## config.mk

```make
export PLATFORM = sky130hd
export DESIGN_NAME = vga_sync_decoder
export DESIGN_NICKNAME = d
export VERILOG_FILES = /design/src/rtl/vga_sync_decoder.sv
export SDC_FILE = /design/constraint.sdc
export NUM_CORES = 1
export LEC_CHECK = 0
export CAP_MARGIN = 20
export CORE_MARGIN = 2
export CORE_UTILIZATION = 45
export CTS_CLUSTER_SIZE = 8
export DETAILED_ROUTE_END_ITERATION = 10
export DONT_BUFFER_PORTS = 1
export GPL_TIMING_DRIVEN = 0
export PLACE_DENSITY_LB_ADDON = 0.05
export SLEW_MARGIN = 10
export SYNTH_ARGS = -nofsm -noshare
export SYNTH_HDL_FRONTEND = slang
export SYNTH_SLANG_ARGS = --single-unit
```

## constraint.sdc

```tcl
create_clock -name clk -period 4.4 [get_ports clk]
set_input_delay 0.88 -clock clk [delete_from_list [all_inputs] [get_ports clk]]
set_output_delay 0.88 -clock clk [all_outputs]
set_load 0.02 [all_outputs]
```

## src/rtl/vga_sync_decoder.sv

```systemverilog
`default_nettype none
// ============================================================================
// Module   : vga_sync_decoder
// Purpose  : Receive-side VGA timing decoder. Samples active-low hsync/vsync
//            and 12-bit rgb on each pixel strobe, recovers active-area pixel
//            coordinates, measures line/frame lengths and declares lock once
//            the raster matches H_TOTAL x V_TOTAL.
// Ports    : clk, reset (sync, active high), pix_en (pixel strobe),
//            hsync/vsync (active low), rgb_in[11:0]
//            -> out_valid, de, px_x[9:0], px_y[9:0], rgb_out[11:0],
//               frame_start, locked, line_len[10:0], frame_lines[10:0],
//               err_cnt[7:0]
// Revision : 1.0 - initial release
// ============================================================================
module vga_sync_decoder #(
  parameter int H_TOTAL     = 800,
  parameter int V_TOTAL     = 600,
  parameter int H_ACT_START = 96,
  parameter int H_ACT_LEN   = 640,
  parameter int V_ACT_START = 2,
  parameter int V_ACT_LEN   = 480
) (
  input  logic        clk,
  input  logic        reset,
  input  logic        pix_en,
  input  logic        hsync,
  input  logic        vsync,
  input  logic [11:0] rgb_in,
  output logic        out_valid,
  output logic        de,
  output logic [9:0]  px_x,
  output logic [9:0]  px_y,
  output logic [11:0] rgb_out,
  output logic        frame_start,
  output logic        locked,
  output logic [10:0] line_len,
  output logic [10:0] frame_lines,
  output logic [7:0]  err_cnt
);

  typedef enum logic [1:0] {
    SEARCH = 2'd0,
    CHECK  = 2'd1,
    LOCKED = 2'd2
  } state_t;

  localparam logic [10:0] C_CNT_MAX     = 11'd2047;
  localparam logic [10:0] C_H_TOTAL     = 11'(H_TOTAL);
  localparam logic [10:0] C_V_TOTAL     = 11'(V_TOTAL);
  localparam logic [10:0] C_H_ACT_START = 11'(H_ACT_START);
  localparam logic [10:0] C_H_ACT_END   = 11'(H_ACT_START + H_ACT_LEN);
  localparam logic [10:0] C_V_ACT_START = 11'(V_ACT_START);
  localparam logic [10:0] C_V_ACT_END   = 11'(V_ACT_START + V_ACT_LEN);

  state_t      r_state;
  logic        r_frame_good;
  logic        r_hs_q;
  logic        r_vs_q;
  logic [10:0] r_h_cnt;
  logic [10:0] r_v_cnt;

  logic        w_h_fall;
  logic        w_v_fall;
  logic [10:0] w_h_inc;
  logic [10:0] w_v_inc;
  logic [10:0] w_h_next;
  logic [10:0] w_v_next;
  logic        w_line_err;
  logic        w_frame_err;
  state_t      w_state_next;
  logic        w_frame_good_next;
  logic        w_err_inc;
  logic        w_de_next;

  // Edge detectors are only meaningful on a strobe; all users gate with pix_en.
  assign w_h_fall = r_hs_q & ~hsync;
  assign w_v_fall = r_vs_q & ~vsync;

  assign w_h_inc  = r_h_cnt + 11'd1;
  assign w_v_inc  = r_v_cnt + 11'd1;

  assign w_h_next = w_h_fall ? 11'd0 :
                    (r_h_cnt == C_CNT_MAX) ? C_CNT_MAX : w_h_inc;
  // A vsync fall restarts the frame even if hsync also falls on this sample.
  assign w_v_next = w_v_fall ? 11'd0 :
                    !w_h_fall ? r_v_cnt :
                    (r_v_cnt == C_CNT_MAX) ? C_CNT_MAX : w_v_inc;

  // Wrong-length line at its closing edge, or overrun flagged exactly once
  // at the sample that carries h_cnt up to H_TOTAL.
  assign w_line_err  = w_h_fall ? (w_h_inc != C_H_TOTAL) : (w_h_inc == C_H_TOTAL);
  assign w_frame_err = w_v_fall && (w_v_inc != C_V_TOTAL);

  always_comb begin
    w_state_next      = r_state;
    w_frame_good_next = r_frame_good;
    w_err_inc         = 1'b0;
    case (r_state)
      SEARCH: begin
        if (w_v_fall) begin
          w_state_next      = CHECK;
          w_frame_good_next = 1'b1;
        end
      end
      CHECK: begin
        if (w_v_fall) begin
          // The hsync fall sharing this sample closes the checked frame.
          if (r_frame_good && !w_frame_err && !w_line_err) begin
            w_state_next = LOCKED;
          end
          w_frame_good_next = 1'b1;
        end else if (w_line_err) begin
          w_frame_good_next = 1'b0;
        end
      end
      LOCKED: begin
        if (w_line_err || w_frame_err) begin
          w_state_next = SEARCH;
          w_err_inc    = 1'b1;
        end
      end
      default: w_state_next = SEARCH;
    endcase
  end

  assign w_de_next = (w_state_next == LOCKED) &&
                     (w_h_next >= C_H_ACT_START) && (w_h_next < C_H_ACT_END) &&
                     (w_v_next >= C_V_ACT_START) && (w_v_next < C_V_ACT_END);

  always_ff @(posedge clk) begin
    if (reset) begin
      r_state      <= SEARCH;
      r_frame_good <= 1'b0;
      r_hs_q       <= 1'b0;
      r_vs_q       <= 1'b0;
      r_h_cnt      <= 11'd0;
      r_v_cnt      <= 11'd0;
      out_valid    <= 1'b0;
      de           <= 1'b0;
      px_x         <= 10'd0;
      px_y         <= 10'd0;
      rgb_out      <= 12'd0;
      frame_start  <= 1'b0;
      locked       <= 1'b0;
      line_len     <= 11'd0;
      frame_lines  <= 11'd0;
      err_cnt      <= 8'd0;
    end else if (pix_en) begin
      r_state      <= w_state_next;
      r_frame_good <= w_frame_good_next;
      r_hs_q       <= hsync;
      r_vs_q       <= vsync;
      r_h_cnt      <= w_h_next;
      r_v_cnt      <= w_v_next;
      out_valid    <= 1'b1;
      de           <= w_de_next;
      px_x         <= w_de_next ? 10'(w_h_next - C_H_ACT_START) : 10'd0;
      px_y         <= w_de_next ? 10'(w_v_next - C_V_ACT_START) : 10'd0;
      rgb_out      <= rgb_in;
      frame_start  <= w_v_fall;
      locked       <= (w_state_next == LOCKED);
      if (w_h_fall) begin
        line_len <= w_h_inc;
      end
      if (w_v_fall) begin
        frame_lines <= w_v_inc;
      end
      if (w_err_inc && (err_cnt != 8'hFF)) begin
        err_cnt <= err_cnt + 8'd1;
      end
    end else begin
      out_valid   <= 1'b0;
      frame_start <= 1'b0;
    end
  end

endmodule
`default_nettype wire

```

==> results of run 1 <==
[synth_stat cells, types with 12 or more instances]
cell type | instances | area, um^2
dfxtp_1 | 93 | 1860
nor2_1 | 86 | 323
nand2_1 | 41 | 154
o21ai_0 | 37 | 185
clkbuf_1 | 30 | 113
mux2i_1 | 30 | 300
a21oi_1 | 28 | 140
a211oi_1 | 24 | 180
xnor2_1 | 19 | 166
nor3_1 | 17 | 85.1
nand3_1 | 16 | 80.1
inv_1 | 12 | 45.0
[worst max path at each step]
stage,to,slack [ns],cells after the start
finish,px_y[1]$_SDFFE_PP0P_,0.51,14
global route,px_y[1]$_SDFFE_PP0P_,0.18,14
CTS,px_y[1]$_SDFFE_PP0P_,0.57,14
detailed placement,px_y[1]$_SDFFE_PP0P_,0.59,14
global placement,px_y[1]$_SDFFE_PP0P_,0.65,14
floorplan,px_x[1]$_SDFFE_PP0P_,1.47,14
[critical path: cells and delay by family (launching register included)]
family          cells  cell delay, ns
compound gates      4            0.79
flops               1            0.48
buf+inv             3            0.61
fa+ha+maj           2            0.53
simple gates        5            1.36
[registers in the layout (all words and copies together), names as in the netlist, 2 cells and up]
signal,cells
err_cnt,8
line_len,11
rgb_out,12
r_v_cnt,11
r_state,2
r_h_cnt,11
px_y,10
frame_lines,11
px_x,10
[final cells by class]
cell class                 count  area, um^2
fill                        1020        5150
multi-input combinational    431        2660
sequential                    93        1860
buffer                        46         218
tap                          136         170
clock buffer                  13         149
clock inverter                 3        68.8
inverter                      12        45.0
[power groups by stage]
| stage | sequential (mW) | combinational [mW] | clock [mW] |
|---|---|---|---|
| after floorplan | 0.902 | 0.0864 | 0 |
| after global placement | 0.905 | 0.114 | 0 |
| after detailed placement | 0.905 | 0.115 | 0 |
| after CTS | 0.886 | 0.115 | 0.644 |
| after global routing | 0.888 | 0.129 | 0.680 |
| final | 0.886 | 0.115 | 0.630 |
[routing by layer]
metal / vias to the layer above / wire [um] / part of all wire, % / track usage (%)
met1: 1996 / 6240 / 48 / 33.6
met5: - / 0 / 0 / 0
li1: 2104 / - / - / -
met3: 13 / 1140 / 8.8 / 6.87
met2: 179 / 5430 / 42 / 33.6
met4: 0 / 137 / 1.1 / 6.68
[cell families (layout without fill, tap and decap cells)]
logic type               after synthesis  after routing  synth area share, %
adder cells (fa/ha/maj)                5              5                 1.31
AO/OA/AOI/OAI                        132            132                 18.1
AND/OR/NAND/NOR                      233            233                 24.1
buffers and inverters                 58             74                 5.50
XOR/XNOR                              29             29                 5.31
multiplexers                          32             32                 6.75
flip-flops                            93             93                 38.9
[through the flow]
step,instance area [um^2],hold WS [ns]
2_1_floorplan,4780,0.466
3_3_place_gp,4950,0.484
3_5_place_dp,4950,0.497
4_1_cts,5170,0.512
5_1_grt,5170,0.536
6_report,5170,0.512
==> impl_metrics.csv, run 1 <==
group,metric,value,unit
status,status,"complete, no violations",
cells_and_area,drive_gt1_share,6.69,%
grt,grt_pass1_wl,20900,um
power_and_ir_drop,power.total,1.63,mW
setup_path,r2r_cells,14,
power_and_ir_drop,seqPwrFrac,54.3,%
power_and_ir_drop,power_density,316,nW/um^2
routing,dr_total_vias,4292,
setup_path,crit_fanout,10,
power_and_ir_drop,pwr-share-clk,38.6,%
setup_path,r2r_slack,0.51,ns
timing,rsz0062_at_grt,"no",
worst_hold_path,worstHoldPathCells,2,
clocking,cts_sinks,93,
timing,slew_violations,0,
power_and_ir_drop,pwr-share-comb,7.1,%
clocking,cts.clk_slew.worst_paths,0.09,ns
timing,maxSlewHeadroom,37.8,%
timing,worst_slew_pin_slew,0.927,ns
clocking,clk_path_buf_depth,2,
synthesis,syn_area,4780,um^2
setup_path,r2r_end,"px_y[1]$_SDFFE_PP0P_",
grt,grt_pass1_vias,3993,
synthesis,syn_inst,582,
clocking,cts_tree,"done",
place,place.gp.congestion,0.960,
floorplan,rows,37,
place,pre_cts_ws,0.586,ns
worst_hold_path,worstHoldEndpoint,"r_state[1]$_SDFFE_PP0P_",
cells_and_area,syn2layout_area_growth,8.11,%
timing,finalWorstPathRequiredPeriod,3.89,ns
synthesis,yosys_warnings,0,
routing,drc,0,
clocking,clock-root-buffer,"clkbuf_8",
grt,antenna_found_initial,0,
synthesis,synth-edff-count,0,
grt,grt.total_usage,23.3,%
cells_and_area,fin_nets,615,
timing,finalHoldViolations,0,
timing,period_share,88.5,%
setup_path,end_kind,"register",
floorplan,die_w,107,um
setup_path,path_class,"register to register",
synthesis,synth-main-ff-cell,"dfxtp_1",
routing,drt_iter0_drc,367,
setup_path,critPathRequiredTime,4.63,ns
setup_path,crit_chain,"ha_1, clkbuf_1, nand2_1, nor3_1, nand2_1, a21oi_1, ha_1, inv_1, nor4_1, o21a_1, o22ai_1, nand4_1, buf_4, o21ai_0",
routing,vias_per_cell,5.85,
floorplan,dieArea,11500,um^2
power_and_ir_drop,total_leakage_power,1.80,nW
routing,first_pass_iters,5,
routing,routed_wirelength,12900,um
timing,fin_setup_tns,0,ns
routing,wire_per_inst,17.6,um
setup_path,startpoint,"r_h_cnt[1]$_SDFFE_PP0P_",
timing,final.setup_skew,0.00878,ns
clocking,clock_latency,0.37,ns
grt,grt-ovfl-total,0,
power_and_ir_drop,switching_power,394,uW
cells_and_area,mostFrequentLayoutCell,"dfxtp_1",
run,drv_cap,0,
worst_hold_path,min-delay-start,"r_state[1]$_SDFFE_PP0P_",
cells_and_area,layout_common_cells,"dfxtp_1 (93), nor2_1 (86), nand2_1 (41), o21ai_0 (37), clkbuf_1 (33)",
cells_and_area,fin_cells,734,
synthesis,syn_area_per_cell,8.21,um^2
setup_path,worst_path_max_delay_cell,"dfxtp_1",
setup_path,slowest_delay,0.48,ns
cells_and_area,n_antenna_cell,0,
setup_path,cp-start-kind,"register",
routing,postRouteAntennaNets,0,
synthesis,synth_seq_cells,93,
timing,fin_ws,0.506,ns
place,dp_hpwl,9760,um
synthesis,synthArstFlopShare,0,%
floorplan,start_util,46.3,%
timing,fmax,257,MHz
power_and_ir_drop,vdd_ir_drop_max,167,uV
synthesis,synth_seq_area_share,38.9,%
clocking,cts_made_buffers,9,
power_and_ir_drop,swShare,24.2,%
clocking,htreeDepth,3,
place,dp_cells,718,
floorplan,io_pins,83,
clocking,cts_hold_buf,0,
synthesis,synth.distinct_cells,55,
grt,grt_max_degree,15,
setup_path,crit_arrival,4.13,ns
cells_and_area,fin_util,50.1,%
clocking,cts_setup_buffers,0,
worst_hold_path,hold_path_class,"register to register",
floorplan,core_area,10300,um^2
setup_path,r2r_start,"r_h_cnt[1]$_SDFFE_PP0P_",
floorplan,fp.dieH,107,um
place,io_buffers,0,
power_and_ir_drop,power.internal,1.24,mW
timing,setup_viol,0,
synthesis,synth.net_count,604,
clocking,cts_resized,0,
(Power assumes the default switching activity.)
==> run 2, diff against run 1 <==
Settings changed: SLEW_MARGIN 10 to 20.
==> results of run 2 <==
Same layout as run 1: the final DEF is identical, and so are final timing and power.
==> run 3, diff against run 2 <==
Settings changed: CELL_PAD_IN_SITES_DETAIL_PLACEMENT set to 0, CELL_PAD_IN_SITES_GLOBAL_PLACEMENT set to 1, CORE_ASPECT_RATIO set to 2.
==> run 3 against run 2 <==
  * First-iteration DRC count decreased by 53%
  * Global-route usage is 3.7 points higher
  * Combinational power up 5%
  * Cell count unchanged
  * Final area up 1.5%
  * Sequential share of layout area down 0.55 points
  * Non-clock buffer count unchanged
==> impl_metrics.csv, run 3 (synthesis results as in run 1) <==
group,metric,value,unit
setup_path,r2r_start,"r_h_cnt[1]$_SDFFE_PP0P_",
clocking,cts_tree,"done",
clocking,clock-root-buffer,"clkbuf_16",
timing,period_share,94.2,%
timing,fin_setup_tns,0,ns
clocking,cts_resized,0,
setup_path,critPathTopFamily,"simple AND/OR/NAND/NOR gates",
timing,fmax,241,MHz
setup_path,critPathRequiredTime,4.63,ns
power_and_ir_drop,seqPwrFrac,49.3,%
setup_path,r2r_slack,0.25,ns
setup_path,crit_chain,"ha_1, clkbuf_1, nand2_1, nor3_1, nand2_1, a21oi_1, ha_1, inv_1, nor4_1, o21a_1, o22ai_1, nand4_1, buf_4, o21ai_0",
routing,vias_per_cell,5.86,
routing,routed_wirelength,15200,um
power_and_ir_drop,pwr-share-comb,6.7,%
power_and_ir_drop,switching_power,455,uW
cells_and_area,largest_register_ffs,12,
setup_path,crit_fanout,10,
grt,grt.total_usage,27.0,%
power_and_ir_drop,pwr-share-clk,44.0,%
power_and_ir_drop,power_density,343,nW/um^2
cells_and_area,layout_common_cells,"dfxtp_1 (93), nor2_1 (86), nand2_1 (41), o21ai_0 (37)",
clocking,htreeDepth,3,
cells_and_area,fin_nets,615,
cells_and_area,drive_gt1_share,7.04,%
worst_hold_path,hold_path_class,"register to register",
cells_and_area,n_fill_cell,1084,
routing,first_pass_iters,4,
clocking,clk_path_buf_depth,2,
clocking,cts_hold_buf,0,
setup_path,cp-start-kind,"register",
power_and_ir_drop,power.total,1.80,mW
status,status,"complete, no violations",
grt,grt_pass1_vias,4369,
grt,gr-usage-met3,3.86,%
grt,grt-ovfl-total,0,
cells_and_area,multiInputGateArea,2660,um^2
timing,finalWorstPathRequiredPeriod,4.15,ns
floorplan,start_util,45.9,%
setup_path,end_kind,"register",
clocking,clock_latency,0.35,ns
setup_path,path_class,"register to register",
timing,worst_slew_pin_slew,1.06,ns
floorplan,core_area,10400,um^2
place,place.gp.congestion,1.00,
clocking,cts_setup_buffers,0,
floorplan,die_w,76.9,um
cells_and_area,n_antenna_cell,0,
floorplan,rows,53,
timing,maxSlewHeadroom,29.2,%
worst_hold_path,min-delay-start,"r_frame_good$_SDFFE_PP0P_",
routing,drc,0,
worst_hold_path,worstHoldEndpoint,"r_frame_good$_SDFFE_PP0P_",
cells_and_area,syn2layout_area_growth,9.79,%
power_and_ir_drop,swShare,25.3,%
grt,grt_pass1_wl,23600,um
place,pre_cts_ws,0.395,ns
grt,use_met1,25.4,%
cells_and_area,mostFrequentLayoutCell,"dfxtp_1",
power_and_ir_drop,vdd_ir_drop_max,264,uV
timing,finalHoldViolations,0,
routing,drt_iter0_drc,171,
routing,wire_per_inst,20.7,um
grt,antenna_found_initial,0,
run,drv_cap,0,
floorplan,io_pins,83,
place,dp_hpwl,11800,um
setup_path,timing.critical_path.buf_inv,3,
grt,grt.busiest_layer,"met2",
setup_path,worst-path-stages,14,
timing,fin_ws,0.255,ns
clocking,cts_sinks,93,
clocking,cts.clk_slew.worst_paths,0.07,ns
power_and_ir_drop,power.internal,1.34,mW
setup_path,slowest_delay,0.50,ns
setup_path,r2r_cells,14,
cells_and_area,largest-register,"rgb_out",
timing,final.setup_skew,0.0119,ns
floorplan,dieArea,11500,um^2
timing,slew_violations,0,
cells_and_area,seq_area,1860,um^2
timing,rsz0062_at_grt,"no",
setup_path,r2r_end,"px_y[5]$_SDFFE_PP0P_",
clocking,cts_made_buffers,9,
routing,postRouteAntennaNets,0,
place,io_buffers,0,
timing,setup_viol,0,
grt,met2_usage,52.3,%
setup_path,worst_path_max_delay_cell,"a21oi_1",
floorplan,fp.dieH,150,um
setup_path,crit_arrival,4.37,ns
power_and_ir_drop,total_leakage_power,1.83,nW
routing,dr_total_vias,4299,
worst_hold_path,worstHoldPathCells,2,
grt,grt_max_degree,17,
## run 3: cell count changes in the layout (fill, tap and decap cells not counted)
cell	change
clkinvlp_4	+2
clkbuf_1	-3
clkbuf_8	-10
bufinv_16	-1
clkbuf_16	+9
inv_6	+2
## run 3: per-stage QoR
stage | util [%] | hold WS [ns] | std cells | area, um^2
CTS | 50.4 | 0.514 | 734 | 5250
global placement | 47.6 | 0.490 | 719 | 4950
finish | 50.4 | 0.519 | 734 | 5250
global route | 50.4 | 0.552 | 734 | 5250
detailed placement | 47.6 | 0.499 | 719 | 4950
floorplan | - | 0.466 | 582 | 4780
## run 3: per-layer routing
layer  wire, um  vias to the layer above
met5          0                        -
met4        958                        0
met1       5330                     2029
met3        454                       48
met2       8490                      121
li1           -                     2101
## run 3: final cells by class
type / count / share of cell area, %
Buffer: 46 / 4.15
Inverter: 12 / 0.858
Clock buffer: 9 / 4.29
Sequential cell: 93 / 35.5
Tap cell: 137 / 3.27
Multi-Input combinational cell: 431 / 50.6
Clock inverter: 6 / 1.36
## run 3: worst max-delay path by stage
stage / start / slack, ns / to
2_1_floorplan: r_h_cnt[1]$_SDFFE_PP0P_ / 1.47 / px_x[1]$_SDFFE_PP0P_
3_3_place_gp: r_h_cnt[1]$_SDFFE_PP0P_ / 0.30 / px_x[4]$_SDFFE_PP0P_
3_5_place_dp: r_h_cnt[1]$_SDFFE_PP0P_ / 0.40 / px_y[3]$_SDFFE_PP0P_
4_1_cts: r_h_cnt[1]$_SDFFE_PP0P_ / 0.36 / px_y[3]$_SDFFE_PP0P_
5_1_grt: r_h_cnt[1]$_SDFFE_PP0P_ / 0.01 / px_x[5]$_SDFFE_PP0P_
6_report: r_h_cnt[1]$_SDFFE_PP0P_ / 0.25 / px_y[5]$_SDFFE_PP0P_
## run 3: power by group through the flow
stage          Combinational [mW]  Sequential, mW  Clock, mW
2_1_floorplan              0.0864           0.902          0
3_3_place_gp                0.120           0.905          0
3_5_place_dp                0.121           0.905          0
4_1_cts                     0.121           0.886      0.808
5_1_grt                     0.133           0.888      0.835
6_report                    0.121           0.886      0.791
## run 3: worst reg2reg max path, cell delays in order (launching register included)
cell	delay [ns]
dfxtp_1	0.46
ha_1	0.34
clkbuf_1	0.46
nand2_1	0.10
nor3_1	0.42
nand2_1	0.29
a21oi_1	0.50
ha_1	0.28
inv_1	0.06
nor4_1	0.43
o21a_1	0.16
o22ai_1	0.10
nand4_1	0.15
buf_4	0.17
o21ai_0	0.10
